**config.mk**
```make
export PLATFORM = sky130hd
export DESIGN_NAME = mole_spawner
export DESIGN_NICKNAME = d
export VERILOG_FILES = /design/src/rtl/whack_pkg.sv /design/src/rtl/mole_lfsr.sv /design/src/rtl/mole_spawner.sv
export SDC_FILE = /design/constraint.sdc
export NUM_CORES = 1
export LEC_CHECK = 0
export BUFFER_PORTS_ARGS = -buffer_cell sky130_fd_sc_hd__buf_2
export CAP_MARGIN = 30
export CORE_ASPECT_RATIO = 0.6
export CORE_MARGIN = 3
export CORE_UTILIZATION = 41
export DETAILED_ROUTE_END_ITERATION = 8
export PLACE_DENSITY_LB_ADDON = 0.25
export SLEW_MARGIN = 20
export SYNTH_ARGS = -nofsm -noshare
export SYNTH_HDL_FRONTEND = slang
export SYNTH_SLANG_ARGS = --single-unit
```
**constraint.sdc**
```tcl
create_clock -name clk -period 3.8 [get_ports clk]
set_input_delay 0.76 -clock clk [delete_from_list [all_inputs] [get_ports clk]]
set_output_delay 0.76 -clock clk [all_outputs]
set_load 0.02 [all_outputs]
```
**src/rtl/whack_pkg.sv**
```systemverilog
// Shared types and constants for the whack-a-mole pipeline.
// Mole selection lives here so every stage picks holes the same way.
package whack_pkg;

   localparam int unsigned NUM_HOLES = 5;
   localparam int unsigned LFSR_W    = 8;
   // Fibonacci taps 8,6,5,4 (bits 7,5,4,3)
   localparam logic [LFSR_W-1:0] LFSR_TAPS = 8'hB8;

   typedef logic [NUM_HOLES-1:0] mask_t;

   typedef enum logic [2:0] {
      StIdle,
      StWait,
      StSpawn,
      StClear,
      StDone
   } spawn_state_e;

   // Folds a 3-bit random value onto the holes and steps past the previous mole.
   function automatic mask_t pick_mole(input logic [2:0] sel, input mask_t prev);
      logic [2:0] idx;
      idx = sel;
      if (idx >= 3'd5) idx = idx - 3'd5;
      if (prev[idx]) idx = (idx == 3'd4) ? 3'd0 : idx + 3'd1;
      return mask_t'(1) << idx;
   endfunction

endpackage

```
**src/rtl/mole_lfsr.sv**
```systemverilog
// Free-running 8-bit Fibonacci LFSR; exposes the low bits used for hole selection.
// Advances every clock so the pattern depends on when the game starts.
module mole_lfsr
   import whack_pkg::*;
#(
   parameter logic [LFSR_W-1:0] SEED = 8'hA5
) (
   input  logic       clk,
   input  logic       rst_n,
   output logic [2:0] rnd
);

   logic [LFSR_W-1:0] lfsr_q;

   always_ff @(posedge clk or negedge rst_n) begin
      if (!rst_n) begin
         lfsr_q <= SEED;
      end else begin
         lfsr_q <= {lfsr_q[LFSR_W-2:0], ^(lfsr_q & LFSR_TAPS)};
      end
   end

   assign rnd = lfsr_q[2:0];

endmodule

```
**src/rtl/mole_spawner.sv**
```systemverilog
// Timed mole pattern source: spawns one-hot masks on a tick schedule, speeds up
// on hits, and clears the board after a fixed number of rounds.
module mole_spawner
   import whack_pkg::*;
#(
   parameter int unsigned TICK_DIV       = 4,
   parameter int unsigned BASE_PERIOD    = 3,
   parameter int unsigned MIN_PERIOD     = 1,
   parameter int unsigned STEP           = 1,
   parameter int unsigned HITS_PER_LEVEL = 2,
   parameter int unsigned NUM_ROUNDS     = 3,
   parameter logic [7:0]  LFSR_SEED      = 8'hA5
) (
   input  logic                 clk,
   input  logic                 rst_n,
   input  logic                 start,
   input  logic                 score_trigger,
   output logic                 load,
   output logic [NUM_HOLES-1:0] loadval,
   output logic [7:0]           round_cnt,
   output logic [7:0]           period,
   output logic                 busy,
   output logic                 game_over
);

   localparam logic [7:0] PRESC_LAST = 8'(TICK_DIV - 1);
   localparam logic [7:0] BASE_P     = 8'(BASE_PERIOD);
   localparam logic [7:0] MIN_P      = 8'(MIN_PERIOD);
   localparam logic [7:0] STEP_P     = 8'(STEP);
   localparam logic [7:0] HPL_P      = 8'(HITS_PER_LEVEL);
   localparam logic [7:0] ROUNDS_P   = 8'(NUM_ROUNDS);
   localparam logic [8:0] DEC_LIMIT  = 9'(MIN_PERIOD + STEP);

   spawn_state_e state_q;
   logic [7:0]   presc_q;
   logic [7:0]   tick_cnt_q;
   logic [7:0]   hit_cnt_q;
   logic [7:0]   round_period_q;
   logic [2:0]   rnd;

   logic         running;
   logic [7:0]   hit_inc;
   logic         level_up;
   logic [7:0]   period_dec;
   logic [7:0]   period_d;
   logic         tick;
   logic [7:0]   tick_nxt;
   logic         round_due;

   mole_lfsr #(
      .SEED (LFSR_SEED)
   ) u_lfsr (
      .clk   (clk),
      .rst_n (rst_n),
      .rnd   (rnd)
   );

   always_comb begin
      running    = (state_q == StWait) || (state_q == StSpawn);
      hit_inc    = hit_cnt_q + 8'd1;
      level_up   = running && score_trigger && (hit_inc >= HPL_P);
      // Saturate at the floor without wrapping below zero
      period_dec = ({1'b0, period} >= DEC_LIMIT) ? period - STEP_P : MIN_P;
      period_d   = level_up ? period_dec : period;
      tick       = (presc_q == PRESC_LAST);
      tick_nxt   = tick_cnt_q + 8'd1;
      round_due  = tick && (tick_nxt >= round_period_q);
   end

   always_ff @(posedge clk or negedge rst_n) begin
      if (!rst_n) begin
         state_q        <= StIdle;
         load           <= 1'b0;
         loadval        <= '0;
         round_cnt      <= 8'd0;
         period         <= BASE_P;
         busy           <= 1'b0;
         game_over      <= 1'b0;
         presc_q        <= 8'd0;
         tick_cnt_q     <= 8'd0;
         hit_cnt_q      <= 8'd0;
         round_period_q <= BASE_P;
      end else begin
         load <= 1'b0;
         unique case (state_q)
            StIdle, StDone: begin
               if (start) begin
                  state_q        <= StWait;
                  round_cnt      <= 8'd0;
                  period         <= BASE_P;
                  round_period_q <= BASE_P;
                  hit_cnt_q      <= 8'd0;
                  presc_q        <= 8'd0;
                  tick_cnt_q     <= 8'd0;
                  game_over      <= 1'b0;
                  busy           <= 1'b1;
               end
            end
            // The spawn cycle keeps the prescaler running so rounds stay evenly spaced
            StWait, StSpawn: begin
               if (score_trigger) hit_cnt_q <= level_up ? 8'd0 : hit_inc;
               period  <= period_d;
               state_q <= StWait;
               presc_q <= tick ? 8'd0 : presc_q + 8'd1;
               if (tick) tick_cnt_q <= tick_nxt;
               if (round_due) begin
                  presc_q    <= 8'd0;
                  tick_cnt_q <= 8'd0;
                  load       <= 1'b1;
                  if (round_cnt < ROUNDS_P) begin
                     state_q        <= StSpawn;
                     loadval        <= pick_mole(rnd, loadval);
                     round_cnt      <= (round_cnt == 8'hFF) ? round_cnt : round_cnt + 8'd1;
                     round_period_q <= period_d;
                  end else begin
                     state_q <= StClear;
                     loadval <= '0;
                     busy    <= 1'b0;
                  end
               end
            end
            StClear: begin
               state_q   <= StDone;
               game_over <= 1'b1;
            end
            default: begin
               state_q <= StIdle;
            end
         endcase
      end
   end

endmodule

```
=== Word level (Yosys, flattened, before mapping) ===
Cells that the tools add are included.

* Bits in registers: 67
* Word-level logic and storage cells: 103
* Input bits: 4
* Output and inout port bits: 24

* Shift-type cells: 1
* Equal/unequal tests: 14
* Muxes and demuxes: 45
* Reductions and logical operators: 18
* $lt $le $gt $ge: 6
* $add $sub $neg: 7

{| class="wikitable"
|+ Operators with widths
! kind !! count
|-
| 8-bit 2-to-1 mux || 15
|-
| 8-bit one-hot mux with 2 select lines || 6
|-
| 8-bit by 1-bit adder with 8-bit output, second input constant || 4
|-
| 3-bit 2-to-1 mux || 10
|-
| 8-bit by 2-bit greater-or-equal comparator with 1-bit output, second input constant || 2
|-
| 2-bit != test, second input constant || 6
|-
| 3-bit one-hot mux with 3 select lines || 1
|-
| 8-bit by 2-bit equality test with 1-bit output, second input constant || 1
|-
| 8-bit equality test, second input constant || 1
|-
| 8-bit greater-or-equal comparator || 1
|-
| 8-bit by 2-bit < comparator with 1-bit output, second input constant || 1
|-
| 1-bit 2-to-1 mux || 8
|-
| 4-bit AND reduction || 2
|-
| 8-bit parity || 1
|-
| 8-bit by 1-bit subtractor with 8-bit output, second input constant || 1
|-
| 3-bit by 2-bit equality test with 1-bit output, second input constant || 2
|-
| 3-bit equality test, second input constant || 2
|-
| 2-bit AND reduction || 3
|-
| 3-bit AND reduction || 2
|-
| 5-bit 2-to-1 mux || 1
|-
| 5-bit AND reduction || 1
|-
| 1-bit by 3-bit << shifter with 5-bit output, first input constant || 1
|-
| 3-bit by 4-bit < comparator with 1-bit output, second input constant || 1
|-
| 1-bit one-hot mux with 2 select lines || 2
|-
| other kinds (12) || 16
|}

=== Logic depth before layout (Yosys ltp) ===
* Word-level depth: 13
* Mapped depth: 14
* Gate-level depth less buffers: 13

=== Hierarchy ===
A second synthesis with hierarchy kept.

* Cell total of the unflattened synthesis: 369
* Area, all modules: 3607.2 µm²

{| class="wikitable"
|+ By module, submodules not included
! module !! instances !! area an instance (µm²) !! cells an instance !! sequential area each (µm²)
|-
| mole_spawner || 1 || 3353.2 || 355 || 1481.4
|-
| mole_lfsr || 1 || 254.0 || 14 || 205.2
|}

=== Worst setup path before layout ===
Ideal clock, no wire load.

* Path kind: register to register
* From: reg tick_cnt_q[0]
* To: reg loadval[0]
* Clock period less this slack: 2.770 ns
* Path buffers: 0
* Data required time: 3.724 ns
* Setup slack: 1.030 ns
* Library setup time: 0.076 ns
* Arrival time: 2.694 ns
* Stages on the path, launching flop included: 13
* Path through: dfrtp_1 > and3_1 > and3_1 > and3_1 > xor2_1 > ha_1 > nand4_1 > o31ai_1 > nand2_1 > inv_2 > o211a_1 > or3b_1 > o21ai_1

* Longest elaborated chain between the ends: 4

{| class="wikitable"
|+ RTL lines
! item !! RTL line !! text
|-
| start, declared || mole_spawner.sv:36 || <nowiki>logic [7:0] tick_cnt_q;</nowiki>
|-
| start signal, assigned || mole_spawner.sv:105 || <nowiki>if (tick) tick_cnt_q <= tick_nxt;</nowiki>
|-
| 8-bit by 1-bit adder with 8-bit output || mole_spawner.sv:66 || <nowiki>tick_nxt = tick_cnt_q + 8'd1;</nowiki>
|-
| 8-bit greater-or-equal comparator || mole_spawner.sv:67 || <nowiki>round_due = tick && (tick_nxt >= round_period_q);</nowiki>
|-
| 1-bit logical AND || mole_spawner.sv:67 ||
|-
| 2-bit AND reduction (no line) || n/a ||
|-
| end signal, assigned || mole_spawner.sv:112 || <nowiki>loadval <= pick_mole(rnd, loadval);</nowiki>
|-
| end, declared || mole_spawner.sv:19 || <nowiki>output logic [NUM_HOLES-1:0] loadval,</nowiki>
|}

Every way passes these cells.
A chain may end at the register's enable or synchronous reset.

=== Final worst setup path ===
* From: reg tick_cnt_q[0]
* To: reg round_period_q[7]

* Longest elaborated chain between the ends: 5

{| class="wikitable"
|+ RTL lines
! item !! RTL line !! text
|-
| 8-bit by 1-bit adder with 8-bit output || mole_spawner.sv:66 ||
|-
| 8-bit greater-or-equal comparator || mole_spawner.sv:67 ||
|-
| 1-bit logical AND || mole_spawner.sv:67 ||
|-
| 2-bit != test (no line) || n/a ||
|-
| 4-bit AND reduction (no line) || n/a ||
|-
| end signal, assigned || mole_spawner.sv:114 || <nowiki>round_period_q <= period_d;</nowiki>
|-
| end, declared || mole_spawner.sv:38 || <nowiki>logic [7:0] round_period_q;</nowiki>
|}

Every way passes these cells.

==> summary.txt <==
Run status
  – Status: completed

Clock tree
  – Htree depth: 3
  – CTS tree: yes
  – Cts bufs inserted: 9
  – Hold buffers post-CTS: 0
  – Clk pin slew, worst setup/hold paths: ~0.05 ns
  – Clock Tree Buf Depth: 2
  – CTS resizes: 0
  – Clk root buf: clkbuf_16
  – CTS Sinks: between 60 and 70
  – Worst skew pair latency: between 0.3 and 0.4 ns
  – Post-CTS Setup Repair Bufs: 0

GRT
  – First-pass GRT wire length: 13,830 µm
  – Vias in the first global route: 2,714
  – GRT Total Usage: between 10% and 20%
  – Largest net degree at the start of global routing: 68
  – Total gr overflow: 0
  – Initial antenna violation count: 0

STA
  – Minimum clock period: 3.198 ns
  – Final period util: a little over four fifths
  – Fmax: 312.7 MHz
  – Finish-stage setup viols: 0
  – Actual slew at the worst max-slew pin: 0.8355 ns
  – Fin Setup TNS: 0 ns
  – Clock Skews: 0.006723 ns
  – Final hold violation count: 0
  – Max Slew Vio Count: 0
  – RSZ-0062 raised after global routing: no
  – Max-slew headroom: 44.30%

Logic synthesis
  – Post-synth cell types: 60
  – Largest cells by area after synthesis: dfrtp_1, ha_1, dfstp_2
  – #FFs+latches synth: 67
  – Yosys top cell by area: dfrtp_1
  – Syn_area_per_cell: roughly 9.6 µm²
  – Syn_nets: slightly below 400
  – Synth top area share: between 40% and 50%
  – YS warnings: 0
  – Ys flop type: dfrtp_1
  – Area of the mapped netlist: 3566 µm²
  – Mapped Cells: 372
  – Register area share after synthesis: 47.30%
  – Number of synthesized flops with an enable pin: 0
  – Async set-reset flop share out of synthesis: between 90% and 100%

Placed design
  – DP Wirelength: 5662 µm
  – IO buf count: 27
  – Dpl cells: 504
  – Dpl cell area: approximately 3800 µm²
  – GP Congestion: 0.8509

Floorplanning
  – Die width: 126.4 µm
  – I/O pins: 28
  – Site Rows: 25
  – Die Area: a little under 10,000 µm²
  – Die Y: 78.24 µm
  – Initial core utilization: 43.68%
  – Core area: 8164 µm²

Worst setup path
  – R2r setup slk: 0.60 ns
  – Setup CP Type: reg2reg
  – CP endpoint kind: register
  – CP arrival: 3.41 ns
  – Critical path launch point type: register
  – Worst Path Required: about 4.0 ns
  – CP max FO: 8

Drt
  – Drt wl/cell: 15.14 µm
  – Iteration count of the initial detailed-routing pass: 4
  – DR vias: 2,827
  – Routed Antenna Nets: 0
  – Post-Route WL: 7871 µm
  – Initial DRC count: ~170
  – Via density: roughly 5.4
  – Drt drc: 0

Power and ir drop
  – VDD IR max: 0.2995 mV
  – Pwr Density: 684.1 nW/µm²
  – Leakage power: 1.968 nW
  – Tot Pwr: 0.002831 W

Run
  – Total of max-cap violations: 0

Layout
  – Nets: 430
  – Fin area: 4139 µm²
  – N_diodes: 0
  – Layout area overhead: 16.07%
  – Fin cells: 520
  – Share of cells above drive strength 1: 15.29%

Hold path
  – Worst min-delay path class: reg2reg
## state kept, by name, indices dropped and copies added (netlist names)
| signal | cells |
|---|---|
| hit_cnt_q | 8 |
| state_q | 3 |
| round_period_q | 8 |
| busy | 1 |
| tick_cnt_q | 8 |
| loadval | 5 |
| round_cnt | 8 |
| u_lfsr.lfsr_q | 8 |
| load | 1 |
| period | 8 |
| game_over | 1 |
| presc_q | 8 |
## power by group
| group | internal, W | switching, W | leakage [nW] | total [W] |
|---|---|---|---|---|
| sequential | 0.000854 | 0.000153 | 0.883 | 0.00101 |
| combinational | 0.000338 | 0.000634 | 0.935 | 0.000971 |
| clock | 0.000562 | 0.000291 | 0.150 | 0.000853 |
## cells in the final DEF, fill, tap and decap left out, types with 9 or more instances in the layout
| cell type | n |
|---|---|
| dfrtp_1 | 59 |
| nand2_1 | 50 |
| o21ai_0 | 30 |
| buf_2 | 27 |
| inv_1 | 21 |
| nor2_1 | 20 |
| ha_1 | 19 |
| and2_1 | 15 |
| nand3_1 | 13 |
| a31oi_1 | 12 |
| nand2b_1 | 9 |
| a21oi_1 | 9 |
| nor3_1 | 9 |
| clkbuf_16 | 9 |
## final cells by class
type / instances / area (µm²)
Inverter: 22 / 82.58
Tap cell: 108 / 135.1
Clock buffer: 15 / 277.8
Sequential cell: 67 / 1687
Timing Repair Buffer: 31 / 165.2
Clock inverter: 1 / 30.03
Multi-Input combinational cell: 276 / 1762
Fill cell: 751 / 4025
## logic make-up (layout without fill, tap and decap cells)
logic type,count (synthesis),after routing,synth area share [%]
flip-flops,67,67,47.30
AND/OR/NAND/NOR,146,146,20.70
buffers and inverters,29,69,3.298
AO/OA/AOI/OAI,94,94,17.75
adder cells (fa/ha/maj),19,19,6.667
multiplexers,2,2,0.5965
XOR/XNOR,15,15,3.684
## cell usage after synthesis, drive strengths merged (9+ instances only)
master  number
a31oi       12
dfrtp       59
and2        15
nor2        20
nand2       50
nand2b       9
ha          19
a21oi       10
nor3        10
nand3       14
o21ai       35
inv         22
## path summary, 6_finish.rpt
check                                 start           endpoint  cells after the start
max reg2reg                   tick_cnt_q[0]  round_period_q[7]                     12
max in group asynchronous             rst_n         presc_q[2]                      2
min                        u_lfsr.lfsr_q[6]   u_lfsr.lfsr_q[7]                      0
min reg2reg                u_lfsr.lfsr_q[6]   u_lfsr.lfsr_q[7]                      0
min in group asynchronous             rst_n          period[6]                      2
max                           tick_cnt_q[0]  round_period_q[7]                     12
## through the flow
stage | setup slack [ns] | hold slack (ns) | utilization [%]
finish | 0.6016 | 0.3501 | 50.70
floorplan | 1.030 | 0.3330 | -
detailed placement | 0.5776 | 0.3458 | 46.93
CTS | 0.5660 | 0.3493 | 50.70
global route | 0.2817 | 0.3709 | 50.70
global placement | 0.6792 | 0.3353 | 46.93
## routing by layer
metal	vias to the layer above	global-route usage, %	share of wire (%)
met1	1371	26.53	54
li1	1401	-	-
met5	-	0	0
met4	0	5.246	1.1
met3	8	6.254	5.0
met2	47	23.21	40
## critical path: stages (launching register included)
cell and delay (ns):
dfrtp_1 0.42, and3_1 0.20, and3_1 0.20, and3_1 0.19
xor2_1 0.19, ha_1 0.29, a41o_1 0.23, a21oi_1 0.13
o31ai_1 0.13, nand2_1 0.23, inv_2 0.10, a21oi_2 0.37
mux2_2 0.38
Power figures use the tool's default switching activity.
